<file path="config.mk">
export PLATFORM = sky130hd
export DESIGN_NAME = imem_arbiter
export DESIGN_NICKNAME = d
export VERILOG_FILES = /design/src/rtl/imem_arbiter.sv
export SDC_FILE = /design/constraint.sdc
export NUM_CORES = 1
export LEC_CHECK = 0
export BUFFER_PORTS_ARGS = -buffer_cell sky130_fd_sc_hd__buf_4
export CAP_MARGIN = 30
export CORE_AREA = 2 2 156 158
export CTS_CLUSTER_DIAMETER = 50
export DETAILED_ROUTE_END_ITERATION = 7
export DIE_AREA = 0 0 158 160
export GPL_TIMING_DRIVEN = 0
export MAX_ROUTING_LAYER = met4
export PLACE_DENSITY = 0.48
export SYNTH_ARGS = -nofsm -noshare
export SYNTH_HDL_FRONTEND = slang
export SYNTH_SLANG_ARGS = --single-unit
</file>
<file path="constraint.sdc">
create_clock -name clk_i -period 2.92 [get_ports clk_i]
set_clock_uncertainty 0.05 [all_clocks]
set_input_delay 0.146 -clock clk_i [delete_from_list [all_inputs] [get_ports clk_i]]
set_output_delay 0.146 -clock clk_i [all_outputs]
set_load 0.02 [all_outputs]
</file>
<file path="src/rtl/imem_arbiter.sv">
// imem_arbiter: shares one I-mem request port between fetch (port 0) and aux (port 1); in-order
// responses are routed back through an outstanding-ID FIFO. Define IMARB_RR_EN for round-robin ties.
module imem_arbiter #(
    parameter int ABITS = 2
) (
    input  logic        clk_i,
    input  logic        rst_i,
    input  logic [63:0] r0_req_addr_i,
    input  logic        r0_req_valid_i,
    output logic        r0_req_ready_o,
    output logic [63:0] r0_resp_rdata_o,
    output logic        r0_resp_valid_o,
    input  logic [63:0] r1_req_addr_i,
    input  logic        r1_req_valid_i,
    output logic        r1_req_ready_o,
    output logic [63:0] r1_resp_rdata_o,
    output logic        r1_resp_valid_o,
    output logic [63:0] m_req_addr_o,
    output logic        m_req_valid_o,
    input  logic        m_req_ready_i,
    input  logic [63:0] m_resp_rdata_i,
    input  logic        m_resp_valid_i,
    output logic        arb_orphan_o
);
    // state      | meaning
    // ARB_FREE   | no stalled request; grant recomputed every cycle
    // ARB_LOCKED | a request was presented but not accepted; grant held on lock_id_q
    localparam int DEPTH = 2**ABITS;

    typedef enum logic {ARB_FREE = 1'b0, ARB_LOCKED = 1'b1} arb_state_e;

    arb_state_e       state_q, state_d;
    logic             lock_id_q, lock_id_d;
    logic             rr_last_q, rr_last_d;
    logic [DEPTH-1:0] fifo_q, fifo_d;
    logic [ABITS-1:0] rd_ptr_q, rd_ptr_d;
    logic [ABITS-1:0] wr_ptr_q, wr_ptr_d;
    logic [ABITS:0]   count_q, count_d;

    logic gnt, tie_gnt, gnt_valid, full, empty, push, pop, head_id;

`ifdef IMARB_RR_EN
    assign tie_gnt = ~rr_last_q;
`else
    // Fixed priority: rr_last_q is still tracked so both builds share one state set.
    logic unused_rr_last;
    assign unused_rr_last = rr_last_q;
    assign tie_gnt = 1'b0;
`endif

    assign full    = (count_q == (ABITS+1)'(DEPTH));
    assign empty   = (count_q == '0);
    assign head_id = fifo_q[rd_ptr_q];

    always_comb begin
        gnt = 1'b0;
        if (state_q == ARB_LOCKED)
            gnt = lock_id_q;
        else if (r0_req_valid_i && r1_req_valid_i)
            gnt = tie_gnt;
        else if (r1_req_valid_i)
            gnt = 1'b1;
    end

    assign gnt_valid      = gnt ? r1_req_valid_i : r0_req_valid_i;
    assign m_req_valid_o  = gnt_valid && !full && !rst_i;
    assign m_req_addr_o   = rst_i ? '0 : (gnt ? r1_req_addr_i : r0_req_addr_i);
    assign push           = m_req_valid_o && m_req_ready_i;
    assign r0_req_ready_o = push && !gnt;
    assign r1_req_ready_o = push && gnt;

    assign pop             = m_resp_valid_i && !empty && !rst_i;
    assign r0_resp_valid_o = pop && !head_id;
    assign r1_resp_valid_o = pop && head_id;
    assign r0_resp_rdata_o = rst_i ? '0 : m_resp_rdata_i;
    assign r1_resp_rdata_o = rst_i ? '0 : m_resp_rdata_i;
    assign arb_orphan_o    = m_resp_valid_i && empty && !rst_i;

    always_comb begin
        state_d   = state_q;
        lock_id_d = lock_id_q;
        rr_last_d = rr_last_q;
        fifo_d    = fifo_q;
        rd_ptr_d  = rd_ptr_q;
        wr_ptr_d  = wr_ptr_q;
        count_d   = count_q;
        if (push) begin
            state_d          = ARB_FREE;
            rr_last_d        = gnt;
            fifo_d[wr_ptr_q] = gnt;
            wr_ptr_d         = wr_ptr_q + ABITS'(1);
        end else if (m_req_valid_o) begin
            state_d   = ARB_LOCKED;
            lock_id_d = gnt;
        end else if (state_q == ARB_LOCKED && !gnt_valid) begin
            state_d = ARB_FREE;
        end
        if (pop)
            rd_ptr_d = rd_ptr_q + ABITS'(1);
        case ({push, pop})
            2'b10:   count_d = count_q + (ABITS+1)'(1);
            2'b01:   count_d = count_q - (ABITS+1)'(1);
            default: count_d = count_q;
        endcase
    end

    always_ff @(posedge clk_i) begin
        if (rst_i) begin
            state_q   <= ARB_FREE;
            lock_id_q <= 1'b0;
            rr_last_q <= 1'b1;
            fifo_q    <= '0;
            rd_ptr_q  <= '0;
            wr_ptr_q  <= '0;
            count_q   <= '0;
        end else begin
            state_q   <= state_d;
            lock_id_q <= lock_id_d;
            rr_last_q <= rr_last_d;
            fifo_q    <= fifo_d;
            rd_ptr_q  <= rd_ptr_d;
            wr_ptr_q  <= wr_ptr_d;
            count_q   <= count_d;
        end
    end

`ifndef SYNTHESIS
    logic [1:0]  stall_q;
    logic [63:0] stall_addr0_q, stall_addr1_q;

    // A stalled requester must present the same address until accepted or withdrawn.
    always_ff @(posedge clk_i) begin
        if (rst_i) begin
            stall_q <= '0;
        end else begin
            stall_q <= {r1_req_valid_i && !r1_req_ready_o, r0_req_valid_i && !r0_req_ready_o};
            if (stall_q[0] && r0_req_valid_i)
                assert (r0_req_addr_i == stall_addr0_q)
                    else $error("imem_arbiter: r0 address changed while stalled");
            if (stall_q[1] && r1_req_valid_i)
                assert (r1_req_addr_i == stall_addr1_q)
                    else $error("imem_arbiter: r1 address changed while stalled");
        end
        stall_addr0_q <= r0_req_addr_i;
        stall_addr1_q <= r1_req_addr_i;
    end
`endif

endmodule

</file>
==> results of run 1 <==
-- placed cells by master (no fill, tap or decap), types with 2 or more instances in the layout --
cell | Yosys | layout
buf_4 | 64 | 458
nand2_1 | 129 | 129
a21oi_1 | 68 | 68
nor2b_1 | 64 | 64
clkbuf_1 | 18 | 19
buf_2 | 13 | 13
dfxtp_1 | 13 | 13
nor2_1 | 11 | 11
inv_1 | 7 | 7
a31oi_1 | 5 | 5
a311oi_1 | 5 | 5
ha_1 | 5 | 5
nor3_1 | 3 | 3
o21ai_0 | 3 | 3
clkbuf_16 | 0 | 3
xor2_1 | 2 | 2
xnor2_1 | 2 | 2
nand3_1 | 2 | 2
-- metal layers --
metal / global-route usage / vias to the layer above
met2: 0.223 / 244
met1: 0.133 / 1864
met3: 0.0119 / 9
li1: - / 2118
met5: - / -
met4: 0.0127 / 0
-- through the flow --
stage               hold slack (ns)  instances  utilization  area, µm²  worst slack [ns]
global placement              0.400       1148        0.248       5910             0.351
detailed placement            0.411       1148        0.248       5910             0.298
global route                  0.168       1152        0.252       5990             0.175
CTS                           0.154       1152        0.252       5990             0.285
floorplan                     0.263        430            -       2550             0.594
finish                        0.159       1152        0.252       5990             0.279
-- power by group through the flow --
| stage | sequential [mW] | clock, mW | combinational (mW) |
|---|---|---|---|
| 2_1_floorplan | 0.198 | 0 | 0.506 |
| 3_3_place_gp | 0.201 | 0 | 1.04 |
| 3_5_place_dp | 0.201 | 0 | 1.04 |
| 4_1_cts | 0.198 | 0.268 | 1.04 |
| 5_1_grt | 0.199 | 0.276 | 1.11 |
| 6_report | 0.198 | 0.259 | 1.03 |
-- logic make-up (layout without fill, tap and decap cells) --
logic type,after synthesis,count (layout),synth area share
AND/OR/NAND/NOR,218,218,0.399
buffers and inverters,102,500,0.251
AO/OA/AOI/OAI,85,85,0.189
flip-flops,13,13,0.102
adder cells (fa/ha/maj),6,6,0.0324
XOR/XNOR,4,4,0.0137
multiplexers,2,2,0.0128
-- sequential cells by signal (all words and copies together) (netlist names) --
name       flops
count_q        3
fifo_q         4
lock_id_q      1
rd_ptr_q       2
state_q        1
wr_ptr_q       2
-- area by class of cell --
class / count / area [µm²]
timing repair buffer: 394 / 2960
buffer: 95 / 613
tap: 324 / 405
multi-input combinational: 315 / 1650
inverter: 7 / 26.3
clock buffer: 4 / 78.8
sequential: 13 / 260
fill: 2739 / 17800
-- worst max-delay path: stages (launching register included) --
cell and delay [ns]:
dfxtp_1 0.37, or3b_1 0.46, nand2_1 0.18, nor2_4 0.07, inv_1 0.18, ha_1 0.22, inv_1 0.06, fa_1 0.37
xor2_1 0.16, or3_1 0.31, a21oi_1 0.14
-- how the worst min path moves through the flow --
stage                     slack (ns)   endpoint     startpoint  cells after the start
after detailed placement        0.41  lock_id_q  m_req_ready_i                      3
after floorplan                 0.26  lock_id_q  m_req_ready_i                      2
after CTS                       0.15  lock_id_q  m_req_ready_i                      3
final                           0.16  lock_id_q  m_req_ready_i                      3
after global placement          0.40  lock_id_q  m_req_ready_i                      3
after global routing            0.17  lock_id_q  m_req_ready_i                      3
==> metrics, run 1 <==
R2R depth=10; overall routed net length=15.8 mm; Synthesis Warnings=0; Max Used Layer=met4; vias=4235; total chip power=1.49 mW; CP Class=flop to flop; flop-to-flop setup slack=0.28 ns; Final Slew Violations=0; Max Cap Viol=0; most frequent cell after synthesis=nand2_1; CTS Buffer Depth=2; total grt overflow=0; EDFF count, synth=0; largest area contributor in the netlist=nand2_1; Reg power frac=0.133; most common flop cell mapped by yosys=dfxtp_1; worst hold path type=input pin to flop; all-layer global routing usage=0.116; die width=158 µm; Startpoint Class=flop; die extent in y=160 µm; Yosys top cell area share=0.190; Comb pwr share=0.692; Static Leak=3.16 nW; Max Freq=0.379 GHz; CTS tree=done; largest cells by area after synthesis=nand2_1, buf_4, nor2b_1; Placeable Area=23800 µm²; Syn Nets=634; port buffer count=394; Worst Setup End Kind=flop; share of synthesized registers carrying an async set or reset=0; Cell Rows=57; Slew headroom=0.442; GP Congestion=0.762; pin count of the biggest net entering global routing=11; vias in the first global route=4082; sequential area share after synthesis=0.102; Worst Path Max Fanout=5; DP HPWL=13.5 mm; Num CTS Buffers=3; clock latency on the worst-skew pair=0.24 ns; initial antenna violation count=0; post-synthesis instance area=2550 µm²; # resized after CTS=0; Post-CTS Hold Fix Bufs=0; first-pass GRT wire length=22.2 mm; postcts setup bufs=0; CTS root buffer=clkbuf_16; Met2 Wirelength=8.32 mm; IO Count=396; wire per inst=13.7 µm; Internal Power=0.879 mW; status=completed; Cell Pwr Density=248 nW/µm²; number of remaining DRC errors=0; H-tree levels=1; Initial Util=0.107; CP startpoint=count_q[2]; synthesized area per cell=5.93 µm²; cells after synthesis=430; Routed met1 length=6.04 mm; Final TNS setup=0 ns; NumNets Final=1033; crit share post-route=0.905; Syn-to-layout area delta=135%; # setup viols final=0; final antenna-violating net count=0; fraction of final layout cells sized beyond drive strength 1=0.581; Final Hold Viols=0; met3 WL=1.32 mm; Critical path destination=count_q[2]; clock network power share=0.174; min Tclk post-route=2.64 ns; Vias/cell=3.68; slew of the pin with the lowest slew margin=0.837 ns; top post-synthesis cells by count=nand2_1, a21oi_1, buf_4, nor2b_1, clkbuf_1; Sw Ratio=0.409; Net Switching=0.607 mW; peak supply drop=147 µV; Iter 0 DRT Violations=154; unique cell type count in the Yosys netlist=33; #FFs+latches synth=13; RSZ-0062 raised after global routing=false; R2R Path End=count_q[2]; drt pass-1 iters=4; number of inserted diodes=0; Die ar.=25300 µm²; Sink Count=13; CP Data Required Time=3.04 ns; Reg-to-Reg Start=count_q[2]; Worst Path Arrival=2.76 ns; Clock Pin Slew Worst Setup and Hold Paths=0.05 ns
(Power assumes the default switching activity.)
==> inputs of run 2 (changes only) <==
- RECOVER_POWER: not set -> 25
==> metrics, run 2 (same netlist as run 1, synthesis figures left out) <==
status=completed; NumNets Final=1033 (unchanged); clock latency on the worst-skew pair=0.24 ns (about the same); die width=158 µm (unchanged); met2 usage=0.223 (unchanged); vias in the first global route=4082 (unchanged); crit path buf inv count=2 (unchanged); Cell Pwr Density=251 nW/µm² (+1.0%); first-pass GRT wire length=22.2 mm (unchanged); Vias/cell=3.68 (unchanged); Worst Path Max Fanout=5 (unchanged); overall routed net length=15.9 mm (+0.21%); H-tree levels=1 (unchanged); Cell Rows=57 (unchanged); Final Slew Violations=0 (unchanged); Worst Path Arrival=2.75 ns (about the same); number of inserted diodes=0 (unchanged); Slowest-stage cell, CP=or3b_1; Clock Pin Slew Worst Setup and Hold Paths=0.05 ns (about the same); Final TNS setup=0 ns (unchanged); GRT Max-Usage Layer=met2; number of remaining DRC errors=0 (unchanged); Startpoint Class=flop; Max Cap Viol=0 (unchanged); CTS tree=done; Iter 0 DRT Violations=164 (+6.5%); CP Data Required Time=3.04 ns (about the same); Initial Util=0.107 (unchanged); Largest regs=fifo_q (4), count_q (3); Worst Setup End Kind=flop; max incr delay on CP=0.48 ns (+0.02 ns); slew of the pin with the lowest slew margin=0.837 ns (+0.000385 ns); peak supply drop=148 µV (+0.48%); IO Count=396 (unchanged); Syn-to-layout area delta=128%; Largest Register=fifo_q; vias=4235 (unchanged); Setup WS pre-CTS=0.298 ns (unchanged); CTS root buffer=clkbuf_16; Slew headroom=0.442 (about the same); min Tclk post-route=2.64 ns (-0.00595 ns); # setup viols final=0 (unchanged); CTS Buffer Depth=2 (unchanged); cell depth of the worst hold path=3 (unchanged); RSZ-0062 raised after global routing=false; Hold Slack=0.158 ns (-0.000851 ns); worst hold path type=input pin to flop; final antenna-violating net count=0 (unchanged); Max Freq=0.379 GHz (+0.23%); all-layer global routing usage=0.116 (unchanged); Static Leak=2.98 nW (-5.8%); M3 GR Usage=0.0119 (unchanged); Cells after DPL=1148 (unchanged); R2R Path End=count_q[2]; Non-Filler Instances=1152 (unchanged); postcts setup bufs=0 (unchanged); Final WS setup=0.285 ns (+0.00595 ns); # fillers=2785 (+1.7%); drt pass-1 iters=4 (unchanged); Num CTS Buffers=3 (unchanged); crit-path cells=or3b_1, nand2_1, nor2_4, inv_1, ha_1, inv_1, fa_1, xor2_1, or3_1, a21oi_1; CP Class=flop to flop; CP delay by family, top=simple AND/OR/NAND/NOR gates; Post-CTS Hold Fix Bufs=0 (unchanged); pin count of the biggest net entering global routing=11 (unchanged); GR Util met1=0.133 (unchanged); total grt overflow=0 (unchanged); wire per inst=13.8 µm (+0.21%); Die ar.=25300 µm² (unchanged); most frequent cells in the layout=buf_4, nand2_1, a21oi_1; max reg flops=4 (unchanged); R2R depth=10 (unchanged); Hold Path Sink=lock_id_q; DP HPWL=13.5 mm (unchanged); Final Hold Viols=0 (unchanged); flop-to-flop setup slack=0.28 ns (about the same); fraction of final layout cells sized beyond drive strength 1=0.525 (-0.0556); Critical Path Most Common Cell=inv_1; Placeable Area=23800 µm² (unchanged); port buffer count=394 (unchanged); Sink Count=13 (unchanged); worst hold start=m_req_ready_i; crit share post-route=0.903 (-0.00204); # resized after CTS=0 (unchanged); Reg-to-Reg Start=count_q[0]; commonest non-fill, non-tap cell in the layout=buf_4; die extent in y=160 µm (unchanged); initial antenna violation count=0 (unchanged); GP Congestion=0.762 (unchanged)
==> run 2: cell count changes in the layout (fill, tap and decap cells not counted) <==
cell and change:
and2_0 +1, clkbuf_4 +4, and2_1 -1, clkbuf_1 +46, buf_4 -50
==> run 2: worst max path at each step <==
| stage | from | end | slack (ns) | cells after the start |
|---|---|---|---|---|
| final | count_q[0] | count_q[2] | 0.28 | 10 |
| after global routing | count_q[0] | count_q[2] | 0.17 | 10 |
| after CTS | lock_id_q | count_q[2] | 0.28 | 10 |
| after detailed placement | lock_id_q | count_q[2] | 0.30 | 10 |
| after global placement | count_q[0] | count_q[2] | 0.35 | 10 |
| after floorplan | lock_id_q | count_q[2] | 0.59 | 10 |
==> run 2: cell type report <==
class                   instances  area (µm²)  area share
multi-input cells             315        1650       0.284
flip-flops and latches         13         260      0.0447
inverters                       7        26.3     0.00452
well taps                     324         405      0.0697
plain buffers                  95         613       0.105
repair buffers                394        2790       0.479
clock buffers                   4        78.8      0.0135
==> run 2: through the flow <==
stage	power [mW]	util	area, µm²
final	1.46	0.244	5820
after global routing	1.55	0.244	5820
after CTS	1.51	0.252	5990
after detailed placement	1.24	0.248	5910
after global placement	1.24	0.248	5910
after floorplan	0.705	-	2550
==> run 2: routing by layer <==
metal / wire length [µm] / vias up
li1: - / 2114
met5: 0 / -
met3: 1310 / 9
met2: 8320 / 244
met1: 6090 / 1868
met4: 134 / 0
==> run 2: report_power, final <==
group          total, mW  leakage [nW]  internal, mW  switching [mW]
logic               1.00          2.83         0.480           0.521
registers          0.198         0.106         0.187          0.0109
clock network      0.260        0.0382         0.184          0.0755
total               1.46          2.98         0.851           0.607
==> run 2: worst register-to-register path: cells and delay by family (launching register included) <==
kind	cells	cell delay, ns
and+or+nand+nor	4	1.04
adders and majority gates	2	0.59
DFF	1	0.34
buffers and inverters	2	0.24
xor gates and xnor gates	1	0.16
AOI/OAI and AO/OA	1	0.14
